[config.mk]
export PLATFORM = sky130hd
export DESIGN_NAME = dem_pn_seq_gen
export DESIGN_NICKNAME = d
export VERILOG_FILES = /design/src/rtl/dem_pn_seq_gen.sv
export SDC_FILE = /design/constraint.sdc
export NUM_CORES = 1
export LEC_CHECK = 0
export CORE_UTILIZATION = 35
export CTS_CLUSTER_SIZE = 10
export DETAILED_ROUTE_END_ITERATION = 6
export GPL_TIMING_DRIVEN = 0
export PLACE_DENSITY_LB_ADDON = 0.08
export SYNTH_ARGS = -nofsm -noshare
export SYNTH_HDL_FRONTEND = slang
export SYNTH_SLANG_ARGS = --single-unit
[constraint.sdc]
create_clock -name clk_i -period 1.6 [get_ports clk_i]
set_clock_uncertainty 0.05 [all_clocks]
set_input_delay 0.48 -clock clk_i [delete_from_list [all_inputs] [get_ports clk_i]]
set_output_delay 0.48 -clock clk_i [all_outputs]
set_load 0.05 [all_outputs]
[src/rtl/dem_pn_seq_gen.sv]
// PN bit source for the DEM switching-block tree: Galois LFSR with seed load,
// fixed warm-up before valid, and recovery from the all-zero lock-up state.
//
//   state     | meaning
//   ----------+-----------------------------------------------------------
//   ST_WARMUP | LFSR free-runs every cycle, pn_valid_o low, warm_cnt counts
//   ST_RUN    | LFSR advances only on en_i, pn_valid_o high
module dem_pn_seq_gen #(
  parameter int                    LFSR_WIDTH    = 16,
  parameter int                    NUM_BLOCKS    = 7,
  parameter logic [LFSR_WIDTH-1:0] POLY          = 16'hB400,
  parameter logic [LFSR_WIDTH-1:0] SEED          = 16'hACE1,
  parameter int                    STRIDE        = 2,
  parameter int                    WARMUP_CYCLES = 3
) (
  input  logic                  clk_i,
  input  logic                  reset_ni,
  input  logic                  en_i,
  input  logic                  seed_load_i,
  input  logic [LFSR_WIDTH-1:0] seed_i,
  output logic [NUM_BLOCKS-1:0] pn_seq_o,
  output logic                  pn_valid_o,
  output logic                  seed_err_o
);

  localparam logic [7:0] WARM_LAST = 8'(WARMUP_CYCLES - 1);

  typedef enum logic {
    ST_WARMUP = 1'b0,
    ST_RUN    = 1'b1
  } state_t;

  state_t                state_q, state_d;
  logic [LFSR_WIDTH-1:0] lfsr_q, lfsr_d, lfsr_step;
  logic [7:0]            warm_cnt_q, warm_cnt_d;
  logic                  seed_err_q, seed_err_d;
  logic [NUM_BLOCKS-1:0] pn_seq_q, pn_nxt, pn_rst;

  assign lfsr_step = lfsr_q[0] ? ((lfsr_q >> 1) ^ POLY) : (lfsr_q >> 1);

  // Tap map is evaluated on the next LFSR value so pn_seq_o moves on the same edge.
  for (genvar j = 0; j < NUM_BLOCKS; j++) begin : g_map
    assign pn_nxt[j] = lfsr_d[(j * STRIDE) % LFSR_WIDTH];
    assign pn_rst[j] = SEED[(j * STRIDE) % LFSR_WIDTH];
  end

  always_comb begin
    state_d    = state_q;
    lfsr_d     = lfsr_q;
    warm_cnt_d = warm_cnt_q;
    seed_err_d = seed_err_q;
    if (seed_load_i) begin
      lfsr_d     = (seed_i == '0) ? SEED : seed_i;
      warm_cnt_d = '0;
      state_d    = ST_WARMUP;
      seed_err_d = (seed_i == '0);
    end else if (lfsr_q == '0) begin
      lfsr_d     = SEED;
      warm_cnt_d = '0;
      state_d    = ST_WARMUP;
      seed_err_d = 1'b1;
    end else begin
      case (state_q)
        ST_WARMUP: begin
          lfsr_d     = lfsr_step;
          warm_cnt_d = warm_cnt_q + 8'd1;
          if (warm_cnt_q == WARM_LAST) state_d = ST_RUN;
        end
        ST_RUN: begin
          if (en_i) lfsr_d = lfsr_step;
        end
        default: state_d = ST_WARMUP;
      endcase
    end
  end

  always_ff @(posedge clk_i or negedge reset_ni) begin
    if (!reset_ni) begin
      state_q    <= ST_WARMUP;
      lfsr_q     <= SEED;
      warm_cnt_q <= '0;
      seed_err_q <= 1'b0;
      pn_seq_q   <= pn_rst;
    end else begin
      state_q    <= state_d;
      lfsr_q     <= lfsr_d;
      warm_cnt_q <= warm_cnt_d;
      seed_err_q <= seed_err_d;
      pn_seq_q   <= pn_nxt;
    end
  end

  assign pn_seq_o   = pn_seq_q;
  assign pn_valid_o = (state_q == ST_RUN);
  assign seed_err_o = seed_err_q;

endmodule

==> run summary <==
status = finished, violations left
violated checks = negative setup slack
H-tree depth = 1
Pwr per Cell Area = 1100 nW/µm²
main combinational cell family by area after synthesis = simple AND/OR/NAND/NOR gates
Fillers = 373
num ports = 29
DIE HEIGHT = 65.0 µm
vias per cell = 5.14
first-pass GRT wire length = 5430 µm
via count = 1146
YS warnings = 0
die footprint = 4230 µm²
end of the critical path = lfsr_q[10]
Peak VDD IR = 540 µV
layout cells sized above 1 = 0.377
placed cell area = 1720 µm²
FP Rows = 22
hold slack = 0.397 ns
multiplexer share of the synthesized area = 0.0504
CP cell instances = buf_6, or4_4, o41ai_4, buf_4, nor2_1, o2bb2ai_1
Reg2Reg Setup Slack = 0.02 ns
CP max FO = 4
CTS Buf Count = 3
Root Buffer Master = clkbuf_8
most frequent cells in the layout = nor2_1 (17), dfrtp_1 (17), buf_4 (12)
Simple-Gate Fraction of Synth Area = 0.177
Worst slew margin = 0.233
initial antenna violation count = 0
Final Instance Area = 1890 µm²
syn nets = 160
arrival time at the worst endpoint = 1.90 ns
ANT nets after route = 0
Residual DRC = 0
Worst Slack Setup Final = -0.153 ns
R2R depth = 6
WP buf/inv = 2
final worst-path cycle share = 1.10
Worst setup SP type = input port
fmax = 571 MHz
GRT Total Usage = 0.168
Final nets = 198
Syn Inst Count = 138
DRT Wirelength = 3290 µm
worst reg2reg startpoint = lfsr_q[0]
die width = 65.0 µm
total negative slack = -1.15 ns
leakage = 0.862 nW
RSZ-0062 raised after global routing = true
crit path from = seed_i[5]
vias in the first global route = 1143
Hold Path Class = input port to flop
post-synthesis compound-gate area fraction = 0.151
Synth cell types = 30
WL per Instance = 14.8 µm
I/O Buffers = 27
Worst setup EP type = flop
number of hold buffers added after CTS = 0
minimum clock period = 1.75 ns
hpwl dp = 2310 µm
CTS Sinks = 26
First-pass DRT Iterations = 4
Synth Area in XOR/XNOR = 0.0630
mapped cell area = 1390 µm²
Max-Cap Viols = 0
critical path data required time = 1.75 ns
max-slew violation count = 0
largest net degree at the start of global routing = 27
slowest CP cell = or4_4
GRT Residual Overflow = 0
Core Region = 3740 µm²
TritonCTS clock tree = done
CP peak stage delay = 0.54 ns
Reg2Reg Capture Point = lfsr_q[10]
critical path depth = 6
Area growth syn-to-layout = 36.0%
Hold Fails Final Rpt = 0
gp weighted congestion = 0.773
Clk Latency, worst-skew pair = 0.27 ns
Seq/Total Area, Yosys = 0.475
Initial Utilization = 0.371
Final Setup Violations = 11
Least-Margin Pin Slew = 1.15 ns
mean area per synthesized cell = 10.1 µm²
clock-pin transition on the worst setup and hold timing paths = 0.09 ns
WS Path Type = input port to flop
adder-cell share of the synthesized area = 0.0180
initial DRC count = 41
CTS Buffer Depth = 2
Synth Register Bits = 26
critical path's top delay family = simple AND/OR/NAND/NOR gates
Diodes inserted = 0
## metrics by stage
| stage | util | cells | setup slack, ns | power [mW] |
|---|---|---|---|---|
| finish | 0.505 | 223 | -0.153 | 2.09 |
| global route | 0.505 | 223 | -0.167 | 2.21 |
| CTS | 0.482 | 220 | -0.141 | 2.04 |
| detailed placement | 0.461 | 213 | -0.929 | 1.63 |
| global placement | 0.461 | 213 | -0.949 | 1.61 |
| floorplan | - | 138 | -0.239 | 1.39 |
## cells in the mapped netlist
library cell | count | area, µm²
dfstp_2 | 8 | 210
or4_1 | 1 | 7.51
nor4_1 | 4 | 25.0
and3_1 | 1 | 6.26
o2bb2ai_1 | 8 | 70.1
o21a_1 | 1 | 7.51
ha_1 | 2 | 25.0
xor2_1 | 8 | 70.1
xnor2_1 | 2 | 17.5
nor3_1 | 1 | 5.00
o41ai_4 | 1 | 27.5
buf_1 | 1 | 3.75
nor4b_1 | 1 | 8.76
buf_2 | 3 | 15.0
dfrtp_1 | 18 | 450
inv_1 | 1 | 3.75
nand4b_1 | 2 | 17.5
nand2b_1 | 1 | 6.26
nor2b_1 | 1 | 6.26
clkbuf_1 | 4 | 15.0
nand3_1 | 3 | 15.0
or4_4 | 3 | 33.8
buf_4 | 7 | 52.6
and4b_1 | 1 | 10.0
a41o_1 | 1 | 10.0
nand2_1 | 9 | 33.8
a21oi_1 | 10 | 50.1
o21ai_0 | 9 | 45.0
nor2_1 | 19 | 71.3
mux2i_1 | 7 | 70.1
## registers in the layout (all words and copies together), names as in the netlist
register,flops
lfsr_q,16
warm_cnt_q,8
pn_valid_o,1
seed_err_o,1
## report_power, final
group	internal, mW	leakage (nW)	total, mW	switching [mW]
registers	0.794	0.314	0.931	0.137
clock network	0.178	0.0228	0.381	0.203
logic	0.359	0.526	0.775	0.416
total	1.33	0.862	2.09	0.756
## worst register-to-register path: stages (launching register included)
cell and delay, ns:
dfstp_2 0.55, buf_6 0.14, nor4_2 0.05, a41o_1 0.18, buf_6 0.14, nor2_4 0.23, o2bb2ai_1 0.16
## cell type report
type	instances	area (µm²)	area share
plain buffers	15	133	0.0702
clock buffers	4	45.0	0.0238
inverters	1	3.75	0.00199
multi-input cells	96	699	0.370
flip-flops and latches	26	662	0.350
well taps	48	60.1	0.0318
repair buffers	33	288	0.152
## per-layer routing
layer,track usage,up-vias,part of all wire
li1,-,559,-
met1,0.247,554,0.50
met2,0.251,31,0.45
met3,0.0246,2,0.041
met4,0.0571,0,0.0067
met5,0,-,0
## worst min-delay path by stage
stage                    start          to  slack [ns]  cells past startpoint
global placement    seed_err_o  seed_err_o        0.43                      1
finish              seed_i[11]  lfsr_q[11]        0.40                      3
floorplan             reset_ni  lfsr_q[12]        0.13                      0
detailed placement   lfsr_q[7]   lfsr_q[7]        0.43                      1
CTS                  seed_i[4]   lfsr_q[4]        0.40                      3
global route         seed_i[8]   lfsr_q[8]        0.42                      3
## cells by family after synthesis
group | Yosys count
AO/OA/AOI/OAI | 30
buffers and inverters | 16
XOR/XNOR | 10
flip-flops | 26
adder cells (fa/ha/maj) | 2
multiplexers | 7
AND/OR/NAND/NOR | 47
## repair_timing
item | CTS | global route
buffers inserted | 3 | 3
resized for setup | 113 | 26
pin swaps | 12 | 7
setup endpoints to repair | 46 | 27
endpoints found under the hold margin | 0 | 0
No activity file was read; power rests on OpenSTA's default activity.
==> variant, RTL diff (same flow settings) <==
Put a register stage on the output `pn_valid_o`, without a reset. The value now appears one clock later. The other outputs are not delayed to match. Comments in the files are not updated.
--- a/src/rtl/dem_pn_seq_gen.sv
+++ b/src/rtl/dem_pn_seq_gen.sv
@@ -93,3 +93,5 @@
   assign pn_seq_o   = pn_seq_q;
-  assign pn_valid_o = (state_q == ST_RUN);
+  always_ff @(posedge clk_i) begin
+    pn_valid_o <= (state_q == ST_RUN);
+  end
   assign seed_err_o = seed_err_q;
Function: changed (a bounded check fails within 4 cycles, from zero or initial values and one cycle with reset_ni low).
==> variant against the unedited design <==
  * The run still ends with negative setup slack left
  * Total power up 2.2%
  * Largest power group unchanged
  * Worst setup slack better by 51 ps
  * Synthesized area up 1.4%
  * Sequential cell count up 1
  * Final area up 0.99%
  * Combinational power up 0.6%
  * Non-clock buffer count unchanged
  * Routed wire length down 2.2%
==> variant: results <==
metrics = {
    "grt": {
        "antenna_found_initial": 0,
        "grt_pass1_wl_mm": 5.35,
        "grt_pass1_vias": 1111,
        "grt_usage_pct": 16.6,
    },
    "synthesis": {
        "syn-num-nets": 161,
        "async_flop_share_pct": 96.3,
        "synth-seq-area-share_pct": 48.3,
        "synthCells": 139,
        "yosys.cell_types.count": 31,
        "yosys-top-cells-area": "dfrtp_1 32%, dfstp_2 15%, nor2_1 5.1%",
    },
    "timing": {
        "max_slew_margin_pct": 56.6,
        "setup_viol": 10,
        "timing.hold.ws_ps": 165,
        "worst_slack_ps": -102,
    },
    "placement": {
        "gp_congestion": 0.761,
        "placed_cell_area_mm2": 0.00174,
        "numPortBuffers": 27,
        "dp_hpwl_mm": 2.21,
        "place_inst": 214,
        "pre_cts_slack_ps": -914,
    },
    "clocking": {
        "clk_pin_slew_worst_paths_ps": 100,
        "clock_path_buffers": 2,
    },
    "setup_path": {
        "slowest_delay_ps": 540,
        "cp_max_fo": 5,
        "worstRegToRegCells": 7,
        "reg2reg_to": "lfsr_q[10]$_DFFE_PN1P_",
        "reg2reg_setup_slack_ps": -20,
        "arrival_ps": 1860,
    },
    "min_path": {
        "hp-class": "in -> async",
    },
    "power_and_ir_drop": {
        "ir_drop_mv": 0.428,
        "p_int_mw": 1.36,
        "leakage_nw": 0.878,
    },
    "status": {
        "violations": "negative setup slack",
        "outcome": "complete, but fails checks",
    },
    "cells_and_area": {
        "fillCellCount": 357,
        "nNetsFinal": 199,
        "drive_gt1_share_pct": 40.9,
        "n_antenna_cell": 0,
    },
    "drt": {
        "via_per_inst": 4.99,
        "wire_per_inst_um": 14.4,
        "drtIter0Drc": 33,
        "drt-total-wl_mm": 3.22,
    },
}
[variant: cell types whose count changed after synthesis, sizes merged]
cell / unedited run / this run
dfxtp: 0 / 1
[variant: power groups by stage]
stage,combinational [mW],clock (mW),sequential (mW)
after CTS,0.727,0.406,0.943
after global routing,0.850,0.437,0.984
final,0.780,0.392,0.961
after floorplan,0.463,0,0.956
after global placement,0.693,0,0.951
after detailed placement,0.697,0,0.954
[variant: worst max-delay path by stage]
stage / start / to / slack, ps / cells after the start
after floorplan: seed_i[9] / lfsr_q[0]$_DFFE_PN1P_ / -240 / 4
after global placement: seed_i[10] / lfsr_q[0]$_DFFE_PN1P_ / -950 / 5
after detailed placement: seed_i[9] / lfsr_q[13]$_DFFE_PN1P_ / -910 / 5
after CTS: seed_i[14] / lfsr_q[5]$_DFFE_PN1P_ / -100 / 6
after global routing: seed_i[14] / lfsr_q[0]$_DFFE_PN1P_ / -140 / 6
final: seed_i[14] / lfsr_q[6]$_DFFE_PN1P_ / -100 / 6
[variant: area by class of cell]
| class | count | area (µm²) | share of cell area [%] |
|---|---|---|---|
| inverter | 1 | 3.75 | 0.197 |
| buffer | 14 | 118 | 6.16 |
| clock inverter | 1 | 5.00 | 0.262 |
| tap | 48 | 60.1 | 3.15 |
| clock buffer | 3 | 41.3 | 2.16 |
| sequential | 27 | 682 | 35.7 |
| timing repair buffer | 34 | 287 | 15.0 |
| multi-input combinational | 96 | 713 | 37.4 |
[variant: logic make-up after synthesis]
logic type,after synthesis,synth area share (%)
and+or+nand+nor,47,17.5
AOI/OAI and AO/OA,30,14.9
DFF,27,48.3
buffers and inverters,16,6.39
xor gates and xnor gates,10,6.21
muxes,7,4.97
adders and majority gates,2,1.77
[variant: metal layers]
metal | vias up | wire length (µm) | track usage [%]
met5 | - | 0 | 0
met4 | 0 | 22 | 5.43
met3 | 2 | 96 | 2.78
met2 | 20 | 1460 | 25.1
met1 | 537 | 1650 | 23.8
li1 | 558 | - | -
[variant: through the flow]
stage / TNS, ps / utilization (%) / total power [mW]
3_3_place_gp: -21300 / 46.2 / 1.64
6_report: -774 / 50.6 / 2.13
5_1_grt: -1540 / 50.6 / 2.27
4_1_cts: -704 / 48.3 / 2.08
2_1_floorplan: -2130 / - / 1.42
3_5_place_dp: -21770 / 46.2 / 1.65
[variant: repair_timing]
item | in CTS | in global routing
pin swaps | 14 | 9
resized for setup | 114 | 36
endpoints found under the setup margin | 46 | 27
buffers inserted | 4 | 3
gates cloned | 0 | 0
